==> src/rtl/uart_led_ctrl.sv <==
// Byte command responder between uart_rx and uart_tx streams: 'W' writes the LED register,
// 'R' reads it back, 'B' returns a status snapshot, anything else answers '?'.
module uart_led_ctrl #(
    parameter int CLK_FREQ       = 100_000_000,
    parameter int TIMEOUT_CYCLES = CLK_FREQ / 100
) (
    input  logic       clk,
    input  logic       rst,
    input  logic [7:0] s_axis_tdata,
    input  logic       s_axis_tvalid,
    output logic       s_axis_tready,
    output logic [7:0] m_axis_tdata,
    output logic       m_axis_tvalid,
    input  logic       m_axis_tready,
    input  logic [7:0] status,
    output logic [7:0] leds_reg
);

    localparam int CW = (TIMEOUT_CYCLES > 1) ? $clog2(TIMEOUT_CYCLES) : 1;
    localparam logic [CW-1:0] TERM = CW'(TIMEOUT_CYCLES - 1);

    typedef enum logic [1:0] {
        IDLE,
        WAIT_DATA,
        SEND0,
        SEND1
    } state_t;

    state_t        state_q, state_d;
    logic          s_rdy_q, s_rdy_d;
    logic          m_vld_q, m_vld_d;
    logic [7:0]    m_data_q, m_data_d;
    logic [7:0]    byte1_q, byte1_d;
    logic          two_q, two_d;
    logic [7:0]    leds_q, leds_d;
    logic [CW-1:0] cnt_q, cnt_d;

    logic s_hs, m_hs;

    assign s_hs          = s_axis_tvalid && s_rdy_q;
    assign m_hs          = m_vld_q && m_axis_tready;
    assign s_axis_tready = s_rdy_q;
    assign m_axis_tvalid = m_vld_q;
    assign m_axis_tdata  = m_data_q;
    assign leds_reg      = leds_q;

    always_comb begin
        state_d  = state_q;
        s_rdy_d  = s_rdy_q;
        m_vld_d  = m_vld_q;
        m_data_d = m_data_q;
        byte1_d  = byte1_q;
        two_d    = two_q;
        leds_d   = leds_q;
        cnt_d    = cnt_q;

        unique case (state_q)
            IDLE: begin
                // Ready comes up one edge after reset release and stays up while idle.
                s_rdy_d = 1'b1;
                if (s_hs) begin
                    unique case (s_axis_tdata)
                        8'h57: begin
                            state_d = WAIT_DATA;
                            cnt_d   = '0;
                        end
                        8'h52: begin
                            state_d  = SEND0;
                            s_rdy_d  = 1'b0;
                            m_vld_d  = 1'b1;
                            m_data_d = 8'h52;
                            byte1_d  = leds_q;
                            two_d    = 1'b1;
                        end
                        8'h42: begin
                            state_d  = SEND0;
                            s_rdy_d  = 1'b0;
                            m_vld_d  = 1'b1;
                            m_data_d = 8'h42;
                            byte1_d  = status;
                            two_d    = 1'b1;
                        end
                        default: begin
                            state_d  = SEND0;
                            s_rdy_d  = 1'b0;
                            m_vld_d  = 1'b1;
                            m_data_d = 8'h3F;
                            two_d    = 1'b0;
                        end
                    endcase
                end
            end
            WAIT_DATA: begin
                cnt_d = (cnt_q == TERM) ? cnt_q : cnt_q + 1'b1;
                // A data byte on the terminal-count edge takes priority over the timeout.
                if (s_hs) begin
                    state_d  = SEND0;
                    s_rdy_d  = 1'b0;
                    leds_d   = s_axis_tdata;
                    m_vld_d  = 1'b1;
                    m_data_d = 8'h4B;
                    two_d    = 1'b0;
                end else if (cnt_q == TERM) begin
                    state_d  = SEND0;
                    s_rdy_d  = 1'b0;
                    m_vld_d  = 1'b1;
                    m_data_d = 8'h54;
                    two_d    = 1'b0;
                end
            end
            SEND0: begin
                if (m_hs) begin
                    if (two_q) begin
                        state_d  = SEND1;
                        m_data_d = byte1_q;
                    end else begin
                        state_d = IDLE;
                        m_vld_d = 1'b0;
                        s_rdy_d = 1'b1;
                    end
                end
            end
            SEND1: begin
                if (m_hs) begin
                    state_d = IDLE;
                    m_vld_d = 1'b0;
                    s_rdy_d = 1'b1;
                end
            end
            default: state_d = IDLE;
        endcase
    end

    always_ff @(posedge clk or negedge rst) begin
        if (!rst) begin
            state_q  <= IDLE;
            s_rdy_q  <= 1'b0;
            m_vld_q  <= 1'b0;
            m_data_q <= 8'h00;
            byte1_q  <= 8'h00;
            two_q    <= 1'b0;
            leds_q   <= 8'h00;
            cnt_q    <= '0;
        end else begin
            state_q  <= state_d;
            s_rdy_q  <= s_rdy_d;
            m_vld_q  <= m_vld_d;
            m_data_q <= m_data_d;
            byte1_q  <= byte1_d;
            two_q    <= two_d;
            leds_q   <= leds_d;
            cnt_q    <= cnt_d;
        end
    end

endmodule

==> config.mk <==
export PLATFORM = sky130hd
export DESIGN_NAME = uart_led_ctrl
export DESIGN_NICKNAME = d
export VERILOG_FILES = /design/src/rtl/uart_led_ctrl.sv
export SDC_FILE = /design/constraint.sdc
export NUM_CORES = 1
export LEC_CHECK = 0
export CAP_MARGIN = 5
export CORE_ASPECT_RATIO = 0.9
export CORE_MARGIN = 5
export CORE_UTILIZATION = 50
export DETAILED_ROUTE_END_ITERATION = 6
export GPL_TIMING_DRIVEN = 0
export HOLD_SLACK_MARGIN = 0.15
export PLACE_DENSITY = 0.75
export SLEW_MARGIN = 20
export SYNTH_ARGS = -nofsm -noshare
export SYNTH_HDL_FRONTEND = slang
export SYNTH_SLANG_ARGS = --single-unit
==> constraint.sdc <==
create_clock -name clk -period 2 [get_ports clk]
set_input_delay 0.4 -clock clk [delete_from_list [all_inputs] [get_ports clk]]
set_output_delay 0.4 -clock clk [all_outputs]
set_load 0.03 [all_outputs]
# [Word level (Yosys, flattened, before mapping)]
# Index checks and enable logic that the tools add are counted.
# Widths: inputs -> output; s select.
[word_totals] ff_bits=49 latch_bits=0 mem_bits_rw=0 rom_bits=0 mem_count=0
[classes] n_addsub=1 multipliers=0 div=0 order_cmp=0 n_eq_ne=16 shift=0 mux=39 n_bitwise=0 n_reduce_logical=15
[ops] op="$mux 20" count=3
[ops] op="$pmux 8 s3" count=2
[ops] op="$mux 8" count=5
[ops] op="$pmux 20 s2" count=1
[ops] op="$eq 8x7->1 const B" count=3
[ops] op="$add 20x1->20 const B" count=1
[ops] op="$eq 20x20->1 const B" count=1
[ops] op="$pmux 8 s2" count=1
[ops] op="$reduce_and 4->1" count=4
[ops] op="$mux 1" count=15
[ops] op="$mux 2" count=7
[ops] op="$ne 2x2->1 const B" count=7
[ops] op="$reduce_and 6->1" count=2
[ops] op="$pmux 1 s4" count=2
[ops] op="$pmux 2 s4" count=1
[ops] op="$eq 2x2->1 const B" count=2
[ops] op="$pmux 1 s2" count=2
[ops] op="$reduce_bool 2->1" count=2
[ops] op="$ne 3x3->1 const B" count=1
[ops] op="$reduce_and 3->1" count=1
[ops] op="$reduce_bool 3->1" count=1
[ops] op="$eq 2x1->1 const B" count=1
[ops] op="$logic_and 1x1->1" count=2
[ops] op="$logic_not 2->1" count=1
[ops] op="other kinds (3)" count=3

# [Logic depth before layout (Yosys ltp)]
# Gate-level depths: netlist (run 1).
[depth] ltp_word=5 ltp_mapped=8

# [Worst setup path before layout (run 1)]
# OpenSTA, ideal clock, no wires.
[synth_path] path_type="register to register" startpoint="register cnt_q[10]" endpoint="register m_data_q[0], in the netlist m_axis_tdata[0]" t_arrival_ns=2.007 path_slack_ns=-0.132 path_stages_with_launch=8 path_buffers=2 synth_period_minus_slack_ns=2.132 path_cell_list="dfrtp_1 -> buf_6 -> or3_4 -> nor4_4 -> a21oi_2 -> or3b_1 -> buf_6 -> mux2_4"
[synth_via] elab_chain_len=3
[synth_rtl] item="start, declared" line_no="36" rtl="logic [CW-1:0] cnt_q, cnt_d;"
[synth_rtl] item="start signal, assigned" line_no="152" rtl="cnt_q <= cnt_d;"
[synth_rtl] item="$eq 20x20->1" line_no="103" rtl="end else if (cnt_q == TERM) begin"
[synth_rtl] item="$ne 3x3->1 (no line)"
[synth_rtl] item="$reduce_and 6->1 (no line)"
[synth_rtl] item="end signal, assigned" line_no="148" rtl="m_data_q <= m_data_d;"
[synth_rtl] item="end, declared" line_no="32" rtl="logic [7:0] m_data_q, m_data_d;"
# No other way between the ends.
# A chain may end at the register's enable or synchronous reset.

# [Worst setup path in the final report (run 1)]
[layout_path] startpoint="register cnt_q[12]" endpoint="register m_data_q[4], in the netlist m_axis_tdata[4]"
# Same word-level chain as after synthesis.

==> reports/results.tsv, run 1 <==
metric	value	unit
setup slack after layout	-0.0691	ns
RSZ-0062 raised after global routing	yes	
clock sink total	49	
Final setup viols	9	
Flop pwr share	0.311	
Worst path max stage delay	0.43	ns
CTS Buffer Depth	2	
n_diodes	0	
power density cells	1120	mW/mm^2
Net Sw Frac	0.389	
Seq/Total Area, Yosys	0.432	
Layout Skew	0.00789	ns
mapped cell area	0.00284	mm^2
Least-Margin Pin Slew	0.624	ns
Die Ht	81.5	um
DR pass1 iterations	5	
area leader, netlist	dfrtp_1	
GP Congestion	0.905	
Avg Synthesized Cell Area	9.55	um^2
Sw Pwr	1.63	mW
CP arrival	2.26	ns
syn nets	323	
initial antenna violation count	0	
final instance area	0.00374	mm^2
largest net degree at the start of global routing	50	
share of cells above drive strength 1	0.247	
fin util	0.669	
Fillers	416	
Final Hold Viols	0	
DR iter-0 viols	268	
starting density of the core	0.507	
final slew viol count	0	
crit-path cells	or3_4 -> nor4_4 -> a21oi_2 -> or3b_1 -> buf_6 -> mux2_4	
DRC	0	
TritonCTS Buffers	5	
vias per cell	6.11	
Worst slew margin	0.584	
first-pass GRT wire length	12.0	mm
CP endpoint kind	flip-flop	
Yosys reg bits	49	
io pins	38	
die area	0.00728	mm^2
Logic pwr share	0.541	
DIE WIDTH	89.4	um
Top reg by flops	cnt_q	
top cells by area, synth	dfrtp_1 (43%), nand2_1 (6.2%), mux2_2 (3.6%)	
vias in the first global route	2404	
failing checks	setup timing	
Synth cell types	59	
Post-synth ARST share	1.00	
CP Launch Type	flip-flop	
Post-DP HPWL	4.78	mm
TritonCTS clock tree	done	
Post-DRT Antenna Nets	0	
Max Fclk	483	MHz
Placed Cells	404	
Post-synth EDFFs	0	
Rows	26	
synth warn	0	
Final min period	2.07	ns
peak supply drop	0.000910	V
DP Area	0.00329	mm^2
Setup CP Type	flip-flop to flip-flop	
Max Cap Violations	0	
final wirelength	7.59	mm
core area	0.00560	mm^2
Synth Flop Type	dfrtp_1	
critical path's slowest cell	dfrtp_2	
Final period util	1.03	
Non-Filler Instances	430	
status	finished, violations left	
GRT overflow	0	
Lkg Pwr	1.68	nW
share of Yosys cell area claimed by the top area cell type	0.432	
H-tree Lvls	2	
Clk pin slew, worst setup/hold paths	0.09	ns
Clk pwr share	0.147	
WL/cell	17.7	um
max reg flops	20	
pre-CTS setup slack	-1.05	ns
via count	2629	
worst-path fanout max	7	
final total power	4.19	mW
Layout Area Growth over Synthesis	32.0	%
Cells after Synth	297	
later-pin clock latency in the skew report	0.31	ns
WP data required	2.20	ns
Port Buffers	37	
CTS Root Cell	clkbuf_8	
Hold Crit Class	primary input to flip-flop	
Global Route Usage Sum	0.212	
Power Internal	2.56	mW
nets@finish	385	
==> worst max-delay path, delay by kind of cell, from the launching register on <==
| family | cells | cell delay, ns |
|---|---|---|
| muxes | 1 | 0.29 |
| buffers and inverters | 1 | 0.16 |
| and+or+nand+nor | 3 | 0.97 |
| AOI/OAI and AO/OA | 1 | 0.11 |
| DFF | 1 | 0.43 |
==> placed cells by master (no fill, tap or decap), types with 9 or more instances in the layout <==
cell,n
clkdlybuf4s50_1,29
buf_4,21
a21oi_1,14
o21ai_0,11
dfrtp_1,43
nand2_1,45
nand3_1,17
nor2_1,14
nand4_1,9
==> layout make-up <==
type / instances / area, um^2 / share of cell area
plain buffers: 15 / 121 / 0.0324
clock buffers: 7 / 86.3 / 0.0231
clock inverters: 1 / 7.51 / 0.00201
inverters: 10 / 37.5 / 0.0100
multi-input cells: 220 / 1610 / 0.429
flip-flops and latches: 49 / 1230 / 0.330
well taps: 70 / 87.6 / 0.0234
repair buffers: 58 / 563 / 0.150
==> cells by family after synthesis <==
group           after synthesis  share of synthesized area
compound gates               69                      0.164
buf+inv                      28                     0.0543
mux                          18                     0.0763
fa+ha+maj                     6                     0.0265
flops                        49                      0.432
simple gates                127                      0.247
==> synthesized netlist by cell type (2+ instances only) <==
cell type  instances
a221o_1            2
nor3b_1            2
clkbuf_1          12
inv_1             10
o211ai_1           6
and3_1             4
mux2i_1            4
a21oi_1           14
clkbuf_8           2
a31oi_1            3
nand3_1           17
a2bb2oi_1          2
o21ai_0           12
buf_6              3
mux2_2             9
nor2_1            16
nand2_1           47
nor3_1             6
dfrtp_1           49
o22ai_1            8
and4_1             3
ha_1               6
o31ai_1            4
mux2_4             5
nand4_1            9
nand4b_1           7
a22o_1             3
==> path summary, 6_finish.rpt <==
path	from	endpoint	slack (ns)	cells past startpoint
setup / recovery	cnt_q[12]$_DFFE_PN0P_	m_axis_tdata[4]$_DFFE_PN0P_	-0.07	6
hold / removal	s_axis_tdata[6]	leds_reg[6]$_DFFE_PN0P_	0.42	2
setup reg to reg	cnt_q[12]$_DFFE_PN0P_	m_axis_tdata[4]$_DFFE_PN0P_	-0.07	6
hold reg to reg	byte1_q[0]$_DFFE_PN0P_	byte1_q[0]$_DFFE_PN0P_	0.49	2
max in group asynchronous	rst	cnt_q[0]$_DFFE_PN0P_	0.91	2
min in group asynchronous	rst	m_axis_tdata[0]$_DFFE_PN0P_	0.65	2
==> power by group through the flow <==
stage / logic (mW) / registers, mW / clock network [mW]
final: 2.27 / 1.30 / 0.618
after global routing: 2.42 / 1.33 / 0.671
after CTS: 2.04 / 1.29 / 0.620
after detailed placement: 1.78 / 1.30 / 0
after global placement: 1.75 / 1.31 / 0
after floorplan: 0.915 / 1.56 / 0
==> what timing repair did <==
item,in CTS,in global routing
endpoints found under the setup margin,37,38
hold endpoints to repair,49,0
gates cloned,0,1
setup buffers,10,9
gates resized for setup,27,33
pin swaps,5,6
hold buffers,1,0
==> per-stage QoR <==
stage,hold WS (ns),setup TNS [ns]
5_1_grt,0.413,-1.03
3_3_place_gp,0.469,-69.68
2_1_floorplan,0.104,-0.661
4_1_cts,0.493,-1.52
6_report,0.424,-0.441
3_5_place_dp,0.468,-24.53
==> per-layer routing <==
layer,up-vias,share of wire,track usage
met3,20,0.066,0.0461
met5,-,0,0
met4,0,0.018,0.0699
met2,115,0.46,0.320
li1,1221,-,-
met1,1273,0.45,0.304
(Power assumes the default switching activity.)
==> run 2, diff against run 1 <==
--- a/config.mk
+++ b/config.mk
@@ -8,11 +8,12 @@
 export CAP_MARGIN = 5
 export CORE_ASPECT_RATIO = 0.9
 export CORE_MARGIN = 5
-export CORE_UTILIZATION = 50
+export CORE_UTILIZATION = 55
+export CTS_CLUSTER_SIZE = 12
 export DETAILED_ROUTE_END_ITERATION = 6
 export GPL_TIMING_DRIVEN = 0
 export HOLD_SLACK_MARGIN = 0.15
-export PLACE_DENSITY = 0.75
+export PLACE_DENSITY = 0.78
 export SLEW_MARGIN = 20
 export SYNTH_ARGS = -nofsm -noshare
 export SYNTH_HDL_FRONTEND = slang
==> constraint.sdc (replaced) <==
create_clock -name clk -period 2.02 [get_ports clk]
set_input_delay 0.404 -clock clk [delete_from_list [all_inputs] [get_ports clk]]
set_output_delay 0.404 -clock clk [all_outputs]
set_load 0.03 [all_outputs]
==> reports/results.tsv, run 2 (synthesis results as in run 1) <==
metric	value	unit
Setup CP Type	flip-flop to flip-flop	
Max Fclk	472	MHz
GRT overflow	0	
Lkg Pwr	1.59	nW
met3 wire len	400	um
DP Area	0.00330	mm^2
core area	0.00492	mm^2
nets@finish	382	
final wirelength	7.58	mm
via count	2594	
Max Cap Violations	0	
Least-Margin Pin Slew	0.498	ns
CP Launch Type	flip-flop	
Hold Crit Class	primary input to flip-flop	
routed metal-1 wirelength	3.54	mm
Fillers	368	
worst hold margin	0.454	ns
io pins	38	
most common cell after layout, fill and taps aside	nand2_1	
Final min period	2.12	ns
peak supply drop	0.000822	V
largest net degree at the start of global routing	33	
Final setup viols	7	
CTS Root Cell	clkbuf_8	
Final period util	1.05	
crit-path cells	nand4bb_2 -> nor4_4 -> a21oi_2 -> or3b_1 -> buf_6 -> mux2_4	
most frequent cells in the layout	nand2_1 (45), dfrtp_1 (44), clkdlybuf4s50_1 (34), buf_4 (18), nand3_1 (17)	
Post-DP HPWL	5.02	mm
Placed Cells	400	
final instance area	0.00368	mm^2
Final Hold Viols	0	
Top reg by flops	cnt_q	
starting density of the core	0.576	
Worst slew margin	0.667	
Die Ht	78.1	um
DRC	0	
DIE WIDTH	85.7	um
metal2 WL	3.61	mm
RSZ-0062 raised after global routing	yes	
die area	0.00670	mm^2
vias per cell	6.15	
Post-DRT Antenna Nets	0	
share of cells above drive strength 1	0.238	
WP data required	2.22	ns
Layout Area Growth over Synthesis	29.7	%
n_diodes	0	
Clk pin slew, worst setup/hold paths	0.10	ns
clock sink total	49	
Layout Skew	0.0131	ns
failing checks	setup timing	
family with the most delay on the worst path	simple AND/OR/NAND/NOR gates	
CP endpoint kind	flip-flop	
Buf/Inv on CP	1	
Worst path max stage delay	0.45	ns
DR pass1 iterations	5	
final slew viol count	0	
CP arrival	2.32	ns
Rows	24	
Global Route Usage Sum	0.228	
vias in the first global route	2435	
initial antenna violation count	0	
GP Congestion	0.903	
setup slack after layout	-0.101	ns
max reg flops	20	
top sig layer	met4	
Non-Filler Instances	422	
worst-path fanout max	8	
TritonCTS clock tree	done	
TritonCTS Buffers	5	
WL/cell	18.0	um
H-tree Lvls	2	
later-pin clock latency in the skew report	0.31	ns
DR iter-0 viols	235	
first-pass GRT wire length	12.4	mm
power density cells	1090	mW/mm^2
status	finished, violations left	
Port Buffers	37	
critical path's slowest cell	dfrtp_1	
CTS Buffer Depth	2	
[run 2: final cells by class]
cell class	count	area, um^2	share of cell area
multi-input combinational	220	1600	0.434
sequential	49	1230	0.335
timing repair buffer	56	528	0.144
buffer	14	116	0.0316
tap	65	81.3	0.0221
clock buffer	6	72.6	0.0197
inverter	10	37.5	0.0102
clock inverter	2	15.0	0.00408
[run 2: path summary, 6_finish.rpt]
path | startpoint | endpoint | slack, ns | depth (start not counted)
worst max-delay path | cnt_q[7]$_DFFE_PN0P_ | m_axis_tdata[3]$_DFFE_PN0P_ | -0.10 | 6
worst min-delay path | s_axis_tdata[5] | leds_reg[5]$_DFFE_PN0P_ | 0.45 | 2
worst max register to register | cnt_q[7]$_DFFE_PN0P_ | m_axis_tdata[3]$_DFFE_PN0P_ | -0.10 | 6
worst min register to register | byte1_q[0]$_DFFE_PN0P_ | byte1_q[0]$_DFFE_PN0P_ | 0.50 | 2
max in group asynchronous | rst | s_axis_tready$_DFFE_PN0P_ | 0.91 | 3
min in group asynchronous | rst | m_axis_tdata[6]$_DFFE_PN0P_ | 0.56 | 2
[run 2: repair_timing]
| action | CTS | global route |
|---|---|---|
| setup endpoints to repair | 37 | 39 |
| hold endpoints to repair | 17 | 0 |
| setup buffers | 12 | 6 |
| pin swaps | 6 | 10 |
| gates resized for setup | 28 | 23 |
| gates cloned | 0 | 0 |
| hold buffers | 1 | 0 |
[run 2: layer usage]
layer	vias to the layer above	GRT usage
li1	1216	-
met1	1273	0.348
met2	96	0.344
met3	9	0.0429
met4	0	0.0364
met5	-	0
[run 2: metrics by stage]
stage           util  setup TNS (ns)  power (mW)  worst slack, ns
4_1_cts        0.730           -1.35        3.89           -0.207
5_1_grt        0.747          -0.984        4.19           -0.149
3_3_place_gp   0.668          -65.86        3.01            -1.04
3_5_place_dp   0.671          -23.82        3.05           -0.998
6_report       0.747          -0.549        4.00           -0.101
2_1_floorplan      -          -0.561        2.45           -0.112
[run 2: report_power, final]
part / leakage (nW) / internal [mW] / switching, mW
clock: 0.0374 / 0.245 / 0.343
combinational: 0.902 / 1.02 / 1.11
sequential: 0.650 / 1.15 / 0.140
[run 2: worst reg2reg max path, cell delays in order, from the launching register on]
cell	delay, ns
dfrtp_1	0.45
nand4bb_2	0.29
nor4_4	0.31
a21oi_2	0.11
or3b_1	0.40
buf_6	0.16
mux2_4	0.30
==> run 3, diff against run 2 <==
--- a/config.mk
+++ b/config.mk
@@ -11,6 +11,7 @@
 export CORE_UTILIZATION = 55
 export CTS_CLUSTER_SIZE = 12
 export DETAILED_ROUTE_END_ITERATION = 6
+export GPL_ROUTABILITY_DRIVEN = 0
 export GPL_TIMING_DRIVEN = 0
 export HOLD_SLACK_MARGIN = 0.15
 export PLACE_DENSITY = 0.78
==> results of run 3 <==
No change in the layout: final DEF, timing and power equal those of run 2.
==> patch 1 (config.mk and constraints of run 2) <==
Re-encode `state_t` (4 states) as Gray code, 2 bits wide.
--- a/src/rtl/uart_led_ctrl.sv
+++ b/src/rtl/uart_led_ctrl.sv
@@ -22,6 +22,6 @@
     typedef enum logic [1:0] {
-        IDLE,
-        WAIT_DATA,
-        SEND0,
-        SEND1
+        IDLE      = 2'b00,
+        WAIT_DATA = 2'b01,
+        SEND0     = 2'b11,
+        SEND1     = 2'b10
     } state_t;
Behaviour: same outputs for any inputs over 4 cycles, from zero or initial values and one cycle with rst low; so few cycles prove little.
==> patch 1 against run 2 <==
Synthesized area down 6.8%; via count down 11%; final area down 11%; worst setup slack better by 0.16 ns; sequential cell count unchanged; combinational power up 9.4%; power up 7.9%; utilization down 5.5 points; wire length down 16%; critical path type unchanged; largest power group unchanged.
==> patch 1: results (changes against run 2) <==
metric;value;unit;change
ff2ff_setup_slack;0.05;ns;+0.16 ns
path_delay_family;flip-flops;;
drive_above_1_share;12.1;%;-12 points
post_layout_nonfiller_instances;405;;-4.0%
vdd_ir_drop_max;0.630;mV;-23%
grt_max_degree;28;;-15%
clock-skew-final;0.00227;ns;-0.0108 ns
synth_compound_area_share;18.2;%;+1.9 points
hold_start;byte1_q[2]$_DFFE_PN0P_;;
placed_cell_area;0.00311;mm^2;-5.9%
wl_met1;3.08;mm;-13%
fmax;509;MHz;+7.9%
hold_path_class;reg -> reg;;
dr_wl_met2;2.86;mm;-21%
crit_path_start;cnt_q[1]$_DFFE_PN0P_;;
worstMarginPinSlew;0.682;ns;+0.184 ns
dr.pass1.iters;4;;-1
yosys.area_share.adder;0.473;%;-2.2 points
num_vias;2311;;-11%
wl_met3;357;um;-11%
rr_worst_depth;7;;+1
wl_per_cell;15.7;um;-13%
p_leak;1.50;nW;-5.8%
first_global_vias;2116;;-13%
synth_mux_area_share;7.00;%;-0.63 points
synth.distinct_cells;44;;-25%
nFillCells;401;;+9.0%
synth_nets;310;;-4.0%
placed_cells;392;;-2.0%
grt_pass1_wl;10.5;mm;-15%
grt_use_total;20.8;%;-2.0 points
dp_hpwl;4.66;mm;-7.0%
final_nets;360;;-5.8%
status;completed;;
worst-endpoint-arrival;2.16;ns;-0.16 ns
patch 1: cell types whose count changed in the layout (fill, tap and decap cells not counted), moves of 6 or more:
cell | before | now
buf_4 | 18 | 3
mux2_2 | 8 | 0
mux2i_1 | 4 | 11
nand2_1 | 45 | 54
nand4b_1 | 7 | 1
o211ai_1 | 6 | 0
o21ai_0 | 10 | 26
o22ai_1 | 8 | 2
patch 1: power by group:
group	internal [mW]	total, mW	switching, mW
Clock	0.241	0.572	0.331
Combinational	0.996	2.32	1.33
Sequential	1.22	1.43	0.203
Total	2.46	4.32	1.86
patch 1: area by class of cell:
class	instances	area [um^2]	area share [%]
plain buffers	15	86.3	2.63
clock buffers	6	72.6	2.21
clock inverters	2	10.0	0.305
inverters	9	33.8	1.03
multi-input cells	216	1340	40.9
flip-flops and latches	49	1230	37.4
well taps	65	81.3	2.48
repair buffers	43	429	13.1
patch 1: repair_timing:
action	in CTS	in global routing
endpoints found under the hold margin	22	0
gates resized for setup	5	11
setup endpoints to repair	20	31
pin swaps	2	4
hold buffers	1	0
setup buffers	1	3
patch 1: cell families (layout without fill, tap and decap cells):
group	count (synthesis)	after routing
DFF	49	49
and+or+nand+nor	122	122
adders and majority gates	1	1
buffers and inverters	24	75
muxes	16	16
AOI/OAI and AO/OA	77	77
patch 1: layer usage:
| layer | GRT usage (%) | vias up |
|---|---|---|
| met5 | 0 | - |
| met4 | 6.72 | 0 |
| met3 | 3.89 | 7 |
| met2 | 32.3 | 75 |
| met1 | 29.8 | 1091 |
| li1 | - | 1138 |
patch 1: tightest hold or removal path, delay by kind of cell, from the launching register on:
family | cells | cell delay (ns)
AOI/OAI and AO/OA | 1 | 0.06
and+or+nand+nor | 1 | 0.05
DFF | 1 | 0.35
==> patch 2 (config.mk and constraints of run 2) <==
Made on the original files. The parameter `CLK_FREQ` goes from 100_000_000 to 200_000_000.
--- a/src/rtl/uart_led_ctrl.sv
+++ b/src/rtl/uart_led_ctrl.sv
@@ -3,3 +3,3 @@
 module uart_led_ctrl #(
-    parameter int CLK_FREQ       = 100_000_000,
+    parameter int CLK_FREQ       = 200_000_000,
     parameter int TIMEOUT_CYCLES = CLK_FREQ / 100
Behaviour: same outputs for any inputs over 10 cycles, from zero or initial values and one cycle with rst low; that may be too few to reach the edited logic, so the function may still have changed.
==> patch 2 against run 2 <==
The flow still finishes with violations (setup timing); synthesized area up 0.13%; synthesized cell count is 3.0% higher; worst setup slack lost 0.26 ns; final area is 6.8% higher; count of clock-buffer cells in the layout fell by 1; sequential cell count rose by 1; critical path depth unchanged; wire length is 17% higher; utilization is 5.1 points higher; via count rose by 12%; clock skew fell by 0.0024 ns.
Power is not compared: it rests on default switching activity, and its combinational part moved more than twofold at a synthesized area within 25%.
==> patch 2: results (changes against run 2) <==
metric;value;unit;change
synth-async-reset-ratio;100;%;unchanged
violations;setup timing;;
hold_path_class;in -> reg;;
ys.flop_type;dfrtp_1;;
nFillCells;330;;-10%
synth.area.top_cells;dfrtp_1, mux2_2, nand2_1;;
dr.pass1.iters;5;;unchanged
critPathSlowestCell;or4_4;;
insertion_delay;0.32;ns;
syn_inst;306;;+3.0%
drt_iter0_markers;299;;+27%
first_global_vias;2572;;+5.6%
fin_area;0.00393;mm^2;+6.8%
diodes;0;;unchanged
placed_cell_area;0.00333;mm^2;+0.83%
status;finished with violations;;
grt_pass1_wl;13.0;mm;+4.7%
largest_register_ffs;21;;+5.0%
worstMarginPinSlew;0.675;ns;+0.177 ns
gp_congestion;0.854;;-5.4%
synth.distinct_cells;55;;-6.8%
seq_area_frac_synth;44.1;%;+0.82 points
drt-vias-per-instance;6.47;;+5.3%
p_int;1.42;mW;
cts_buffers;5;;unchanged
synth_common_cells;dfrtp_1, nand2_1, o21ai_0;;
grt_antenna_before_repair;0;;unchanged
setup_slack;-0.366;ns;-0.265 ns
placed_cells;409;;+2.3%
p_comb_share;4.3;%;
dp_hpwl;5.45;mm;+8.6%
num_vias;2913;;+12%
slowest_delay;0.56;ns;+0.11 ns
drive_above_1_share;26.8;%;+2.9 points
ctsRootBufferMaster;clkbuf_8;;
clock-skew-final;0.0107;ns;-0.00239 ns
top_register;cnt_q;;
setup_viol;25;;+18
yosys_warnings;0;;unchanged
p_leak;1.74;nW;
cts_buffer_depth;2;;unchanged
htreeDepth;2;;unchanged
clkTransAtPathRegs;0.11;ns;
port_buffers;37;;unchanged
worst-endpoint-arrival;2.59;ns;+0.27 ns
fin_tns_setup;-6.29;ns;-5.74 ns
critPathMaxFanout;6;;-2
grt_use_total;24.7;%;+1.8 points
synth_nets;332;;+2.8%
place_ws;-0.765;ns;+0.233 ns
wl_per_cell;19.7;um;+9.4%
grt_max_degree;32;;-3.0%
vdd_ir_drop_max;0.515;mV;
-- patch 2: cell types whose count changed after synthesis, moves of 4 or more --
cell             run 2  this run
nand2b_1             0         4
nand2_1             47        39
o21ai_0             12        26
nand4b_1             7         2
nand4_1              9         5
mux2_2               9        14
mux2_4               5         1
inv_1               10         6
-- patch 2: kinds of logic after synthesis --
family / after synthesis / share of synthesized area [%]
AOI/OAI and AO/OA: 87 / 20.6
adders and majority gates: 6 / 2.64
buffers and inverters: 22 / 3.22
DFF: 50 / 44.1
muxes: 19 / 7.49
and+or+nand+nor: 122 / 22.0
-- patch 2: per-layer routing --
metal | up-vias | routed length [um] | track usage (%)
met5 | - | 0 | 0
met4 | 0 | 169 | 8.39
met3 | 21 | 714 | 3.87
met2 | 166 | 4090 | 35.8
met1 | 1420 | 3870 | 37.4
li1 | 1306 | - | -
-- patch 2: repair_timing --
| item | 4_1_cts | 5_1_grt |
|---|---|---|
| setup buffers | 20 | 14 |
| hold endpoints to repair | 19 | 0 |
| endpoints found under the setup margin | 42 | 47 |
| hold buffers | 1 | 0 |
| pin swaps | 9 | 14 |
| cloned | 1 | 1 |
| gates resized for setup | 32 | 51 |
-- patch 2: critical path: cells and delay by family (launching register included) --
family          cells  cell delay (ns)
simple gates        3             1.15
flops               1             0.46
mux                 1             0.33
compound gates      1             0.17
buf+inv             1             0.15
-- patch 2: final cells by class --
type	instances	area share, %
well taps	65	2.07
inverters	6	0.573
flip-flops and latches	50	31.9
repair buffers	73	17.8
clock buffers	5	1.75
multi-input cells	234	42.2
clock inverters	3	1.21
plain buffers	14	2.52
-- patch 2: final timing paths --
kind	startpoint	to	slack, ns	cells past startpoint
min in group asynchronous	rst	cnt_q[11]$_DFFE_PN0P_	0.57	2
worst max register to register	cnt_q[10]$_DFFE_PN0P_	m_axis_tvalid$_DFFE_PN0P_	-0.37	6
max in group asynchronous	rst	leds_reg[3]$_DFFE_PN0P_	0.89	3
worst min-delay path	s_axis_tdata[2]	leds_reg[2]$_DFFE_PN0P_	0.37	2
worst min register to register	byte1_q[6]$_DFFE_PN0P_	byte1_q[6]$_DFFE_PN0P_	0.50	2
worst max-delay path	cnt_q[10]$_DFFE_PN0P_	m_axis_tvalid$_DFFE_PN0P_	-0.37	6
-- patch 2: power by group through the flow --
| stage | sequential [mW] | clock [mW] | combinational [mW] |
|---|---|---|---|
| after floorplan | 1.02 | 0 | 0.00892 |
| after global placement | 1.02 | 0 | 0.0721 |
| after detailed placement | 1.02 | 0 | 0.0778 |
| after CTS | 1.00 | 0.749 | 0.0785 |
| after global routing | 1.00 | 0.806 | 0.0872 |
| final | 1.00 | 0.756 | 0.0795 |
